$ cat src/rtl/piso_framer.sv
// Parallel-in/serial-out framer: start bit, LSB-first data, optional even parity, stop bit.
// The line idles high between frames and a STOP cycle can accept the next word with no gap.
module piso_framer #(
    parameter int WIDTH     = 4,
    parameter bit PARITY_EN = 1'b1
) (
    input  logic             clk,
    input  logic             rst,
    input  logic [WIDTH-1:0] din,
    input  logic             load_valid,
    output logic             load_ready,
    output logic             so,
    output logic             busy,
    output logic             frame_done
);
    localparam int CW = (WIDTH > 1) ? $clog2(WIDTH) : 1;

    typedef enum logic [2:0] {IDLE, START, DATA, PARITY, STOP} state_t;

    state_t           state_q;
    logic [WIDTH-1:0] sreg_q;
    logic             par_q;
    logic [CW-1:0]    cnt_q;
    logic             so_q;
    logic             busy_q;
    logic             done_q;
    logic             accept;

    assign load_ready = (state_q == IDLE) || (state_q == STOP);
    assign accept     = load_valid && load_ready;
    assign so         = so_q;
    assign busy       = busy_q;
    assign frame_done = done_q;

    // Outputs are registered alongside the state, so each reflects the state it enters.
    always_ff @(posedge clk or posedge rst) begin
        if (rst) begin
            state_q <= IDLE;
            sreg_q  <= '0;
            par_q   <= 1'b0;
            cnt_q   <= '0;
            so_q    <= 1'b1;
            busy_q  <= 1'b0;
            done_q  <= 1'b0;
        end else begin
            case (state_q)
                IDLE, STOP: begin
                    done_q <= 1'b0;
                    if (accept) begin
                        state_q <= START;
                        sreg_q  <= din;
                        par_q   <= ^din;
                        so_q    <= 1'b0;
                        busy_q  <= 1'b1;
                    end else begin
                        state_q <= IDLE;
                        so_q    <= 1'b1;
                        busy_q  <= 1'b0;
                    end
                end
                START: begin
                    state_q <= DATA;
                    cnt_q   <= '0;
                    so_q    <= sreg_q[0];
                    sreg_q  <= sreg_q >> 1;
                end
                DATA: begin
                    if (cnt_q == CW'(WIDTH - 1)) begin
                        if (PARITY_EN) begin
                            state_q <= PARITY;
                            so_q    <= par_q;
                        end else begin
                            state_q <= STOP;
                            so_q    <= 1'b1;
                            done_q  <= 1'b1;
                        end
                    end else begin
                        cnt_q  <= cnt_q + 1'b1;
                        so_q   <= sreg_q[0];
                        sreg_q <= sreg_q >> 1;
                    end
                end
                PARITY: begin
                    state_q <= STOP;
                    so_q    <= 1'b1;
                    done_q  <= 1'b1;
                end
                default: begin
                    state_q <= IDLE;
                    so_q    <= 1'b1;
                    busy_q  <= 1'b0;
                    done_q  <= 1'b0;
                end
            endcase
        end
    end
endmodule

$ cat config.mk
export PLATFORM = sky130hd
export DESIGN_NAME = piso_framer
export DESIGN_NICKNAME = d
export VERILOG_FILES = /design/src/rtl/piso_framer.sv
export SDC_FILE = /design/constraint.sdc
export NUM_CORES = 1
export LEC_CHECK = 0
export CORE_UTILIZATION = 40
export DETAILED_ROUTE_END_ITERATION = 8
export PLACE_DENSITY = 0.67
export SYNTH_ARGS = -nofsm -noshare
export SYNTH_HDL_FRONTEND = slang
export SYNTH_SLANG_ARGS = --single-unit
$ cat constraint.sdc
create_clock -name clk -period 2.2 [get_ports clk]
set_clock_uncertainty 0.2 [all_clocks]
set_input_delay 0.22 -clock clk [delete_from_list [all_inputs] [get_ports clk]]
set_output_delay 0.22 -clock clk [all_outputs]
set_load 0.005 [all_outputs]
==> results of run 1 <==
-- state kept, by name, indices dropped and copies added, names as in the netlist --
signal,count
par_q,1
cnt_q,2
frame_done,1
state_q,3
sreg_q,4
so,1
busy,1
-- cells in the mapped netlist (all sizes together) --
| library cell | count |
|---|---|
| nand2b | 4 |
| a21oi | 4 |
| mux2i | 2 |
| nand2 | 3 |
| buf | 1 |
| a22oi | 2 |
| dfstp | 1 |
| o32ai | 1 |
| ha | 1 |
| nor2 | 5 |
| nor3 | 1 |
| inv | 3 |
| or2b | 1 |
| a21o | 2 |
| dfrtp | 12 |
| mux2 | 5 |
| o21a | 2 |
| xnor2 | 3 |
| nor2b | 1 |
| o21ai | 4 |
| and2 | 2 |
-- metal layers --
layer / global-route usage [%] / wire [um] / part of all wire, %
met1: 16.2 / 533 / 48
met2: 24.0 / 515 / 46
met3: 5.17 / 34 / 3.0
met4: 11.3 / 31 / 2.8
met5: 0 / 0 / 0
-- power breakdown --
| group | internal, W | switching, W |
|---|---|---|
| combinational | 0.000295 | 0.000224 |
| sequential | 0.000357 | 0.0000854 |
| clock | 0.0000703 | 0.0000756 |
-- worst max-delay path: stages, from the launching register on --
cell             delay (ps)
dfrtp_1                 460
nor2_1                  250
clkdlybuf4s50_1         550
-- stage by stage --
step	setup slack, ps	power, W	cells	hold WS, ps
floorplan	433	0.000812	60	-104
global placement	386	0.000955	85	276
detailed placement	364	0.000969	85	270
CTS	236	0.00112	89	78.8
global route	192	0.00120	89	108
finish	246	0.00111	89	67.6
-- path summary, 6_finish.rpt --
kind,endpoint,slack (ps),depth (start not counted)
max,load_ready,250,2
min,cnt_q[0]$_DFFE_PP0P_,70,2
max reg2reg,sreg_q[2]$_DFFE_PP0P_,360,4
min reg2reg,frame_done$_DFFE_PP0P_,290,1
max in group asynchronous,so$_DFF_PP1_,1380,2
min in group clk,frame_done$_DFFE_PP0P_,290,1
-- final cells by class --
cell class / count / area [um^2]
Timing Repair Buffer: 10 / 100
Fill cell: 143 / 723
Inverter: 3 / 11.3
Sequential cell: 13 / 327
Tap cell: 16 / 20.0
Multi-Input combinational cell: 43 / 317
Clock buffer: 4 / 26.3
-- cells by family (layout without fill, tap and decap cells) --
logic type	Yosys count	after routing
buffers and inverters	4	17
flip-flops	13	13
XOR/XNOR	3	3
multiplexers	7	7
AO/OA/AOI/OAI	15	15
AND/OR/NAND/NOR	17	17
adder cells (fa/ha/maj)	1	1
==> qor.yml, run 1 <==
outcome:
  status: "complete, no violations"
yosys:
  synth-xor-area-share_pct: 3.98
  synth_nets: 68
  syn_inst: 60
  yosys.area.top_type: "dfrtp_1"
  synth_compound_area_share_pct: 15.9
  ys_ff_latch: 13
  synthSimpleGateAreaFrac_pct: 14.6
  synthAdderAreaFrac_pct: 1.90
  synth_warnings: 0
  synthTopCellsByArea: "dfrtp_1 (46%), mux2_2 (6.8%), dfstp_2 (4.0%), xnor2_1 (4.0%), mux2i_1 (3.0%)"
  synth_cell_types: 25
  synth_top_family_by_area: "compound AO/OA/AOI/OAI gates"
  synth.top_cell.area_share_pct: 45.5
  muxShareOfSynthArea_pct: 11.6
  mappedNetlistArea_um2: 659
  yosysSeqAreaShare_pct: 49.5
  syn_avg_cell_area_um2: 11.0
place:
  placed_area_um2: 774
  dp_hpwl_um: 829
  gp_congestion: 0.663
  numPortBuffers: 10
sta:
  post-route-min-period_ps: 1950
  max_freq_mhz: 512
  finalCritPeriodShare_pct: 88.8
  setup_violations: 0
  maxSlewViolCount: 0
  rsz0062_at_grt: "false"
  finalHoldViolCount: 0
  slew_headroom_pct: 66.7
  tightest_slew_ps: 499
  fin_tns_setup_ps: 0
floorplanning:
  die_area_um2: 1810
  start_util_pct: 43.3
  die_h_um: 42.6
  fp-row-count: 14
  dieWidth_um: 42.6
  design.core.area_um2: 1520
  ios: 11
cts:
  ctsResizeCount: 0
  clk_path_buf_depth: 2
  post-cts-setup-buffer-count: 0
  cts_made_buffers: 3
  cts_tree: "yes"
  root_buffer: "clkbuf_4"
  insertion_delay_ps: 270
  clock_sinks: 13
  h-tree-depth: 1
  holdBufCountCts: 0
  clkTransAtPathRegs_ps: 80
power:
  peakVddDrop_mv: 0.729
  cellPowerDensity_nw_per_um2: 1380
  p_leak_nw: 0.356
detailed_routing:
  drt_pass1_iterations: 2
  ant_nets: 0
  vias: 467
  drtIter0Drc: 2
  wire_per_inst_um: 12.5
  wl_um: 1120
  drc: 0
  vias_per_cell: 5.25
worst_setup_path:
  crit_path_end_kind: "output pin"
  worst-setup-path-type: "flip-flop to output pin"
  crit_fanout: 8
  worstPathArrival_ps: 1530
  start_kind: "flip-flop"
  required_ps: 1780
  reg2reg_from: "state_q[1]$_DFFE_PP0P_"
  startpoint: "state_q[0]$_DFFE_PP0P_"
layout:
  layout_commonest_cell: "dfrtp_1"
  diodes: 0
  drive_above_1_share_pct: 15.1
  utilization_pct: 52.5
  area_growth_syn_to_layout_pct: 21.4
  layout_common_cells: "dfrtp_1 (12), clkdlybuf4s50_1 (10), nor2_1 (5)"
  layout.nets: 82
  final_area_um2: 801
min_path:
  hold_path_class: "primary input to asynchronous set/reset pin"
global_routing:
  grt_max_degree: 14
  grt_pass1_wl_um: 1930
  overflow: 0
  grt_pass1_vias: 466
  grt_usage_pct: 15.0
  antenna_found_initial: 0
flow_run:
  cap_violations: 0
No activity file was read; power rests on OpenSTA's default activity.
==> run 2: changes to the inputs <==
- CAP_MARGIN: default -> 40
- SKIP_CTS_REPAIR_TIMING: default -> 1
==> results of run 2 <==
No change in the layout: final DEF, timing and power equal those of run 1.
==> run 3: changes to the inputs <==
- CORE_ASPECT_RATIO: default -> 1.2
- SKIP_LAST_GASP: default -> 1
==> run 3 against run 2 <==
- first-iteration DRC count is the same
- critical endpoint unchanged
- final area grew 0.31%
- sequential power about the same
==> qor.yml, run 3 (synthesis gave the netlist of run 1 again) <==
cts:
  clkTransAtPathRegs_ps: 90
  cts_made_buffers: 3
  clock_sinks: 13
  insertion_delay_ps: 270
  cts_tree: "yes"
  root_buffer: "clkbuf_4"
  h-tree-depth: 1
  clk_path_buf_depth: 2
floorplanning:
  start_util_pct: 44.5
  dieWidth_um: 39.1
  fp-row-count: 15
  die_area_um2: 1820
  design.core.area_um2: 1480
  ios: 11
  die_h_um: 46.5
sta:
  fin_tns_setup_ps: 0
  finalHoldViolCount: 0
  rsz0062_at_grt: "false"
  max_freq_mhz: 526
  finalCritPeriodShare_pct: 86.4
  tightest_slew_ps: 504
  slew_headroom_pct: 66.4
  maxSlewViolCount: 0
  post-route-min-period_ps: 1900
  setup_violations: 0
worst_setup_path:
  critPathTopFamily: "buffers and inverters"
  worst-setup-path-type: "flip-flop to output pin"
  start_kind: "flip-flop"
  r2r_cells: 4
  crit_chain: "nor2_1 > clkdlybuf4s50_1"
  cp_num_buf_inv: 1
  rrSetupSlack_ps: 360
  crit_fanout: 8
  crit_path_end_kind: "output pin"
  slowest_delay_ps: 530
  worstPathArrival_ps: 1480
  endpoint: "load_ready"
  r2r-end: "sreg_q[1]$_DFFE_PP0P_"
  crit_cells: 2
  required_ps: 1780
  slowest_stage: "clkdlybuf4s50_1"
  reg2reg_from: "state_q[1]$_DFFE_PP0P_"
  startpoint: "state_q[0]$_DFFE_PP0P_"
layout:
  layout_commonest_cell: "dfrtp_1"
  regMostFlops: "sreg_q"
  reg_top3: "sreg_q: 4 flops, state_q: 3 flops, cnt_q: 2 flops"
  layout_common_cells: "dfrtp_1 (12), clkdlybuf4s50_1 (10), nor2_1 (5)"
  final_area_um2: 803
  layout.nets: 82
  largest_reg_flops: 4
  diodes: 0
  drive_above_1_share_pct: 16.4
  area_growth_syn_to_layout_pct: 21.8
detailed_routing:
  wl_um: 1130
  wire_per_inst_um: 12.6
  drt_pass1_iterations: 2
  vias: 474
  vias_per_cell: 5.27
  ant_nets: 0
  drtIter0Drc: 2
  drc: 0
power:
  p_leak_nw: 0.359
  pwr-share-comb_pct: 46.9
  clkPwrFrac_pct: 13.4
  sw_frac_of_total_pct: 35.0
  peakVddDrop_mv: 0.563
  cellPowerDensity_nw_per_um2: 1380
  internal_power_w: 0.000720
  seqPwrFrac_pct: 39.7
  power.switching_w: 0.000387
outcome:
  status: "complete, no violations"
global_routing:
  grt_pass1_vias: 478
  overflow: 0
  grt_pass1_wl_um: 1880
  antenna_found_initial: 0
  grt_usage_pct: 15.0
  grt_max_degree: 14
place:
  dp_hpwl_um: 873
  gp_congestion: 0.609
  numPortBuffers: 10
  placed_area_um2: 776
min_path:
  hold_path_class: "primary input to asynchronous set/reset pin"
flow_run:
  cap_violations: 0
==> run 3: cell types whose count changed in the layout (fill, tap and decap cells not counted), sizes merged <==
cell / previous run / this run
clkbuf: 4 / 3
clkinv: 0 / 1
==> run 3: stage by stage <==
step / hold WS [ps] / setup slack [ps] / util, % / power, W / instances
after CTS: 80.6 / 274 / 54.2 / 0.00112 / 90
after detailed placement: 273 / 361 / 52.3 / 0.000974 / 86
after global placement: 280 / 393 / 52.3 / 0.000955 / 86
after global routing: 113 / 169 / 54.2 / 0.00120 / 90
after floorplan: -104 / 433 / - / 0.000812 / 60
final: 61.0 / 299 / 54.2 / 0.00111 / 90
==> run 3: routing by layer <==
metal  routed length (um)  part of all wire, %  GRT usage, %  vias to the layer above
li1                     -                    -             -                      234
met1                  482                   43          17.0                      227
met2                  601                   53          25.7                       11
met3                   36                  3.2          2.90                        2
met4                   13                  1.1          8.28                        0
met5                    0                    0             0                        -
==> run 3: power by group through the flow <==
stage,clock (W),combinational [W],sequential (W)
6_report,0.000148,0.000520,0.000440
4_1_cts,0.000153,0.000527,0.000443
3_5_place_dp,0,0.000526,0.000448
2_1_floorplan,0,0.000389,0.000423
5_1_grt,0.000162,0.000580,0.000456
3_3_place_gp,0,0.000512,0.000443
==> run 3: worst min path at each step <==
| stage | slack, ps | end | startpoint | cells past startpoint |
|---|---|---|---|---|
| 6_report | 60 | sreg_q[2]$_DFFE_PP0P_ | rst | 2 |
| 5_1_grt | 110 | sreg_q[3]$_DFFE_PP0P_ | rst | 2 |
| 4_1_cts | 80 | sreg_q[3]$_DFFE_PP0P_ | rst | 2 |
| 3_5_place_dp | 270 | frame_done$_DFFE_PP0P_ | frame_done$_DFFE_PP0P_ | 1 |
| 3_3_place_gp | 280 | sreg_q[3]$_DFFE_PP0P_ | sreg_q[3]$_DFFE_PP0P_ | 1 |
| 2_1_floorplan | -100 | busy$_DFFE_PP0N_ | rst | 1 |
==> run 3: cell type report <==
cell class                      count  area (um^2)
Timing Repair Buffer               10          100
Tap cell                           17         21.3
Inverter                            3         11.3
Multi-Input combinational cell     43          317
Clock inverter                      1         5.00
Clock buffer                        3         22.5
Fill cell                         137          679
Sequential cell                    13          327
